==> src/rtl/line_buffer_ctrl.sv <==
// -----------------------------------------------------------------------------
// line_buffer_ctrl
//
// Sequences four LINE_WIDTH-deep line buffers to build a 3x3 sliding window
// for the Canny front end (Gaussian / Sobel stage).
//
// Incoming pixels are steered round-robin into the four buffers. The
// controller tracks how many pixels are stored. Once three complete lines are
// present, three buffers are read in lockstep for LINE_WIDTH cycles and their
// taps are presented as one 72-bit window.
//
// Ports:
//   clk             clock
//   rst             synchronous, active-high reset
//   pixel_in_valid  upstream pixel strobe (beat = valid && ready)
//   pixel_in_ready  controller can accept a pixel this cycle
//   lb_wr_en[3:0]   one-hot write strobe, bit i -> buffer i in_data_valid
//   lb_rd_en[3:0]   read-advance strobe, bit i -> buffer i read_data
//   lbN_data[23:0]  3-pixel tap of buffer N ({p[n], p[n+1], p[n+2]})
//   window_out[71:0]  {top, mid, bottom} row taps, zero when not valid
//   window_valid    window_out is valid this cycle
//   line_done_intr  one-cycle pulse after the last read beat of a line
//   line_count[15:0]  lines fully read since reset (optional, see below)
//
// Optional feature:
//   Define LB_CTRL_LINE_COUNT_EN to add the line_count output and its counter.
//   Without the macro, that port and its counter do not exist.
//
// The buffers must share rst with this block so that their internal pointers
// realign after a reset that lands mid-line.
// -----------------------------------------------------------------------------
module line_buffer_ctrl #(
  parameter int LINE_WIDTH = 256,
  parameter int CNT_W      = 8
) (
  input  logic        clk,
  input  logic        rst,
  input  logic        pixel_in_valid,
  output logic        pixel_in_ready,
  output logic [3:0]  lb_wr_en,
  output logic [3:0]  lb_rd_en,
  input  logic [23:0] lb0_data,
  input  logic [23:0] lb1_data,
  input  logic [23:0] lb2_data,
  input  logic [23:0] lb3_data,
  output logic [71:0] window_out,
  output logic        window_valid,
  output logic        line_done_intr
`ifdef LB_CTRL_LINE_COUNT_EN
  ,
  output logic [15:0] line_count
`endif
);

  // Fill needs to hold 4*LINE_WIDTH, so it gets three bits more than a column
  // counter.
  localparam int FILL_W = CNT_W + 3;
  localparam logic [CNT_W-1:0]  CNT_LAST  = CNT_W'(LINE_WIDTH - 1);
  localparam logic [CNT_W-1:0]  CNT_ZERO  = CNT_W'(0);
  localparam logic [CNT_W-1:0]  CNT_ONE   = CNT_W'(1);
  localparam logic [FILL_W-1:0] FILL_ONE  = FILL_W'(1);
  localparam logic [FILL_W-1:0] FILL_READ = FILL_W'(3 * LINE_WIDTH);

  typedef enum logic [0:0] {
    ST_IDLE = 1'b0,
    ST_READ = 1'b1
  } state_e;

  // Decodes a 2-bit buffer index into a 4-bit one-hot strobe.
  function automatic logic [3:0] onehot4(input logic [1:0] sel);
    logic [3:0] vec;
    vec      = 4'b0000;
    vec[sel] = 1'b1;
    return vec;
  endfunction

  state_e              state_q, state_d;
  logic [1:0]          wr_sel_q, wr_sel_d;
  logic [1:0]          rd_sel_q, rd_sel_d;
  logic [CNT_W-1:0]    wr_cnt_q, wr_cnt_d;
  logic [CNT_W-1:0]    rd_cnt_q, rd_cnt_d;
  logic [FILL_W-1:0]   fill_q, fill_d;
  logic                intr_q, intr_d;

  logic                wr_acc_s;
  logic                rd_beat_s;
  logic                in_read_s;
  logic [1:0]          rd_sel_p1_s;
  logic [1:0]          rd_sel_p2_s;
  logic [23:0]         tap_s [4];

  assign tap_s[0] = lb0_data;
  assign tap_s[1] = lb1_data;
  assign tap_s[2] = lb2_data;
  assign tap_s[3] = lb3_data;

  assign in_read_s   = (state_q == ST_READ);
  assign rd_sel_p1_s = rd_sel_q + 2'd1;
  assign rd_sel_p2_s = rd_sel_q + 2'd2;

  // Backpressure and write strobe. The buffer that is being read, or that is
  // about to be read because three lines are stored, must never be written.
  always_comb begin
    pixel_in_ready = 1'b1;
    if ((wr_sel_q == rd_sel_q) && (in_read_s || (fill_q >= FILL_READ))) begin
      pixel_in_ready = 1'b0;
    end else begin
      pixel_in_ready = 1'b1;
    end
    wr_acc_s = pixel_in_valid && pixel_in_ready;
    if (wr_acc_s) begin
      lb_wr_en = onehot4(wr_sel_q);
    end else begin
      lb_wr_en = 4'b0000;
    end
  end

  // Write column counter and round-robin target buffer.
  always_comb begin
    wr_sel_d = wr_sel_q;
    wr_cnt_d = wr_cnt_q;
    if (wr_acc_s) begin
      if (wr_cnt_q == CNT_LAST) begin
        wr_cnt_d = CNT_ZERO;
        wr_sel_d = wr_sel_q + 2'd1;
      end else begin
        wr_cnt_d = wr_cnt_q + CNT_ONE;
      end
    end else begin
      wr_cnt_d = wr_cnt_q;
    end
  end

  // Read FSM next state. Returning to IDLE always costs one cycle, so two
  // lines are never read back to back.
  always_comb begin
    state_d   = state_q;
    rd_sel_d  = rd_sel_q;
    rd_cnt_d  = rd_cnt_q;
    intr_d    = 1'b0;
    rd_beat_s = 1'b0;
    case (state_q)
      ST_IDLE: begin
        if (fill_q >= FILL_READ) begin
          state_d = ST_READ;
        end else begin
          state_d = ST_IDLE;
        end
      end
      ST_READ: begin
        rd_beat_s = 1'b1;
        if (rd_cnt_q == CNT_LAST) begin
          rd_cnt_d = CNT_ZERO;
          rd_sel_d = rd_sel_q + 2'd1;
          state_d  = ST_IDLE;
          intr_d   = 1'b1;
        end else begin
          rd_cnt_d = rd_cnt_q + CNT_ONE;
        end
      end
      default: begin
        state_d = ST_IDLE;
      end
    endcase
  end

  // Fill level: a write and a read beat in the same cycle cancel out.
  always_comb begin
    fill_d = fill_q;
    case ({wr_acc_s, rd_beat_s})
      2'b10:   fill_d = fill_q + FILL_ONE;
      2'b01:   fill_d = fill_q - FILL_ONE;
      default: fill_d = fill_q;
    endcase
  end

  // Read strobes and window mux. The buffer taps are combinational on their
  // read pointers, so the window is valid in the same cycle as the strobe.
  // The window is forced to zero outside READ.
  always_comb begin
    window_out = 72'd0;
    lb_rd_en   = 4'b0000;
    if (in_read_s) begin
      window_out = {tap_s[rd_sel_q], tap_s[rd_sel_p1_s], tap_s[rd_sel_p2_s]};
      lb_rd_en   = onehot4(rd_sel_q) | onehot4(rd_sel_p1_s) | onehot4(rd_sel_p2_s);
    end else begin
      window_out = 72'd0;
      lb_rd_en   = 4'b0000;
    end
  end

  assign window_valid   = in_read_s;
  assign line_done_intr = intr_q;

  // State registers.
  always_ff @(posedge clk) begin
    if (rst) begin
      state_q  <= ST_IDLE;
      wr_sel_q <= 2'd0;
      rd_sel_q <= 2'd0;
      wr_cnt_q <= CNT_ZERO;
      rd_cnt_q <= CNT_ZERO;
      fill_q   <= {FILL_W{1'b0}};
      intr_q   <= 1'b0;
    end else begin
      state_q  <= state_d;
      wr_sel_q <= wr_sel_d;
      rd_sel_q <= rd_sel_d;
      wr_cnt_q <= wr_cnt_d;
      rd_cnt_q <= rd_cnt_d;
      fill_q   <= fill_d;
      intr_q   <= intr_d;
    end
  end

`ifdef LB_CTRL_LINE_COUNT_EN
  logic [15:0] line_count_q;

  // Completed-line counter. It steps on the same edge that raises
  // line_done_intr, so the two are visible together. It wraps naturally.
  always_ff @(posedge clk) begin
    if (rst) begin
      line_count_q <= 16'd0;
    end else if (intr_d) begin
      line_count_q <= line_count_q + 16'd1;
    end else begin
      line_count_q <= line_count_q;
    end
  end

  assign line_count = line_count_q;
`endif

endmodule

==> config.mk <==
export PLATFORM = sky130hd
export DESIGN_NAME = line_buffer_ctrl
export DESIGN_NICKNAME = d
export VERILOG_FILES = /design/src/rtl/line_buffer_ctrl.sv
export SDC_FILE = /design/constraint.sdc
export NUM_CORES = 1
export LEC_CHECK = 0
export CAP_MARGIN = 20
export CORE_UTILIZATION = 47
export CTS_BUF_LIST = sky130_fd_sc_hd__clkbuf_16
export CTS_CLUSTER_DIAMETER = 60
export DETAILED_ROUTE_END_ITERATION = 16
export MAX_ROUTING_LAYER = met4
export PLACE_DENSITY = 0.94
export SKIP_CTS_REPAIR_TIMING = 1
export SLEW_MARGIN = 15
export SYNTH_ARGS = -nofsm -noshare
export SYNTH_HDL_FRONTEND = slang
export SYNTH_SLANG_ARGS = --single-unit
==> constraint.sdc <==
create_clock -name clk -period 5.95 [get_ports clk]
set_clock_uncertainty 0.05 [all_clocks]
set_input_delay 1.19 -clock clk [delete_from_list [all_inputs] [get_ports clk]]
set_output_delay 1.19 -clock clk [all_outputs]
set_load 0.1 [all_outputs]
==> impl_metrics.json <==
{
  "status": "finished clean",
  "grt_max_degree": 87,
  "grt_most_used_layer": "met2",
  "die_w_microns": 96.6,
  "syn_area_per_cell_sq_um": 10.5,
  "dr_total_vias": 4072,
  "synth_edf_count": 0,
  "synthArstFlopShare_pct": 0,
  "use_met2_pct": 45.5,
  "dr.pass1.iters": 4,
  "numPortBuffers": 181,
  "reg2regPathDepth": 11,
  "arrival_ps": 3740,
  "path_clk_slew_ps": 50,
  "grt_pass1_vias": 3833,
  "critical_path_class": "reg -> out",
  "drive_gt1_share_pct": 15.8,
  "grt_use_met3_pct": 3.68,
  "clock_path_buffers": 2,
  "rsz0062_at_grt": "false",
  "wl_per_cell_microns": 19.3,
  "max-vdd-ir-drop_mv": 0.0960,
  "routabilityCongestion": 0.885,
  "synth_area_leaders": "mux4_2 (39%), dfxtp_1 (16%), and2_1 (12%)",
  "synth_seq_area_share_pct": 15.7,
  "cts_buffers": 5,
  "grt_pass1_wl_microns": 19000,
  "dp.cells": 662,
  "clock-sinks": 33,
  "wl_microns": 12900,
  "ys.flop_type": "dfxtp_1",
  "syn_area_sq_um": 4210,
  "hold_slack_ps": 421,
  "grt_remaining_overflow": 0,
  "r2r_slack_ps": 2130,
  "placementRows": 34,
  "ant_nets": 0,
  "cp_data_required_time_ps": 4710,
  "hp-class": "reg -> reg",
  "setup_viol": 0,
  "power_density_nw_per_um2": 107,
  "pwr-share-clk_pct": 43.4,
  "grt_use_met1_pct": 34.3,
  "tritoncts": "built",
  "worstSkewPairLatency_ps": 280,
  "fin_crit_sh_pct": 83.6,
  "slew_viol_final": 0,
  "hold_depth": 2,
  "die-height_microns": 96.6,
  "antenna_cells": 0,
  "synth_top_cell_by_area": "mux4_2",
  "final_cell_mix": "clkdlybuf4s50_1 (181), and2_1 (78), mux4_2 (72)",
  "synth_warnings": 0,
  "utilization_pct": 71.4,
  "postSynthCellCount": 402,
  "internal_power_w": 0.000515,
  "relSlewSlack_pct": 27.9,
  "end_kind": "output port",
  "cts_root_buf": "clkbuf_16",
  "area_growth_pct": 47.4,
  "rr_startpoint": "rd_sel_q[1]",
  "p_sw_share_pct": 22.2,
  "switchingPower_w": 0.000147,
  "p_comb_share_pct": 22.3,
  "final_cells": 670,
  "h-tree-depth": 2,
  "synth_cell_types": 44,
  "worstPathMaxFanout": 27,
  "r2r-end": "fill_q[9]",
  "hp-start": "fill_q[5]",
  "fin_nets": 681,
  "via_per_inst": 6.08,
  "start_util_pct": 48.5,
  "power_w": 0.000663,
  "worst_pin_slew_ps": 1080,
  "max_clock_freq_mhz": 201,
  "synth.top_cell.area_share_pct": 38.6,
  "drv_cap": 0,
  "postSynthNetCount": 522,
  "period_needed_ps": 4980,
  "p_leak_nw": 2.23,
  "setup_tns_ps": 0,
  "grt.total_usage_pct": 27.2,
  "hold_violations": 0,
  "seq_power_share_pct": 34.3,
  "mostFrequentLayoutCell": "clkdlybuf4s50_1",
  "dieArea_sq_um": 9330,
  "holdPathEnd": "fill_q[5]",
  "synth_seq_cells": 33,
  "dp_hpwl_microns": 9720,
  "coreArea_sq_um": 8680,
  "drt-initial-drc-count": 358,
  "start_kind": "flop",
  "drc_errors": 0,
  "antenna_found_initial": 0,
  "io_pins": 182
}
## routing by layer
layer / part of all wire (%) / up-vias
li1: - / 1860
met1: 39 / 2005
met2: 52 / 179
met3: 6.0 / 28
met4: 2.8 / 0
met5: 0 / -
## cells in the mapped netlist (3+ instances only)
cell and count:
a21o_1 4, a21oi_1 13, a31oi_1 4, and2_1 78, and3_1 13, buf_2 9
buf_4 5, clkbuf_1 16, dfxtp_1 33, ha_1 20, inv_1 9, mux2i_1 5
mux4_2 72, nand2_1 19, nand3_1 8, nand3b_1 3, nand4_1 4, nor2_1 23
nor2b_1 6, nor3_1 5, nor4_1 3, o21ai_0 6, xnor2_1 7, xor2_1 11
## through the flow
| step | worst slack (ps) | instance area [sq um] |
|---|---|---|
| 4_1_cts | 916 | 6200 |
| 3_5_place_dp | 1220 | 6030 |
| 6_report | 974 | 6200 |
| 2_1_floorplan | 1790 | 4210 |
| 3_3_place_gp | 1280 | 6030 |
| 5_1_grt | 718 | 6200 |
## worst max-delay path, stage by stage (launching register included)
cell             delay, ps
dfxtp_4                620
inv_1                  130
ha_2                   920
mux4_2                 600
and2_1                 180
clkdlybuf4s50_1        980
## power groups by stage
stage                     clock (W)  combinational, W  sequential [W]
after CTS                  0.000290          0.000147        0.000228
final                      0.000287          0.000148        0.000227
after global placement            0          0.000138        0.000232
after global routing       0.000301          0.000157        0.000228
after detailed placement          0          0.000145        0.000233
after floorplan                   0         0.0000558        0.000232
## how the worst max path moves through the flow
stage,from,endpoint,slack (ps),depth (start not counted)
after floorplan,window_valid,lb_rd_en[0],1790,3
after global placement,rd_sel_q[0],window_out[45],1280,5
after detailed placement,rd_sel_q[0],window_out[29],1220,5
after CTS,rd_sel_q[0],window_out[34],920,5
after global routing,rd_sel_q[0],window_out[29],720,5
final,rd_sel_q[0],window_out[34],970,5
## registers in the layout, indices dropped and copies added (netlist names)
signal and cells:
fill_q 11, wr_cnt_q 8, line_done_intr 1, rd_sel_q 2, rd_cnt_q 8, wr_sel_q 2, window_valid 1
## final cells by class
class                           instances  area [sq um]
Multi-Input combinational cell        328          3360
Fill cell                             602          2480
Timing Repair Buffer                  184          1830
Sequential cell                        33           669
Tap cell                              108           135
Clock buffer                            5           125
Clock inverter                          3          37.5
Inverter                                9          33.8
## cells by family (layout without fill, tap and decap cells)
| family | Yosys count | after routing | share of synthesized area, % |
|---|---|---|---|
| and+or+nand+nor | 168 | 168 | 22.3 |
| muxes | 77 | 77 | 39.8 |
| AOI/OAI and AO/OA | 43 | 43 | 7.29 |
| buffers and inverters | 41 | 201 | 4.37 |
| DFF | 33 | 33 | 15.7 |
| adders and majority gates | 21 | 21 | 6.43 |
| xor gates and xnor gates | 19 | 19 | 4.14 |
(Power assumes the default switching activity.)
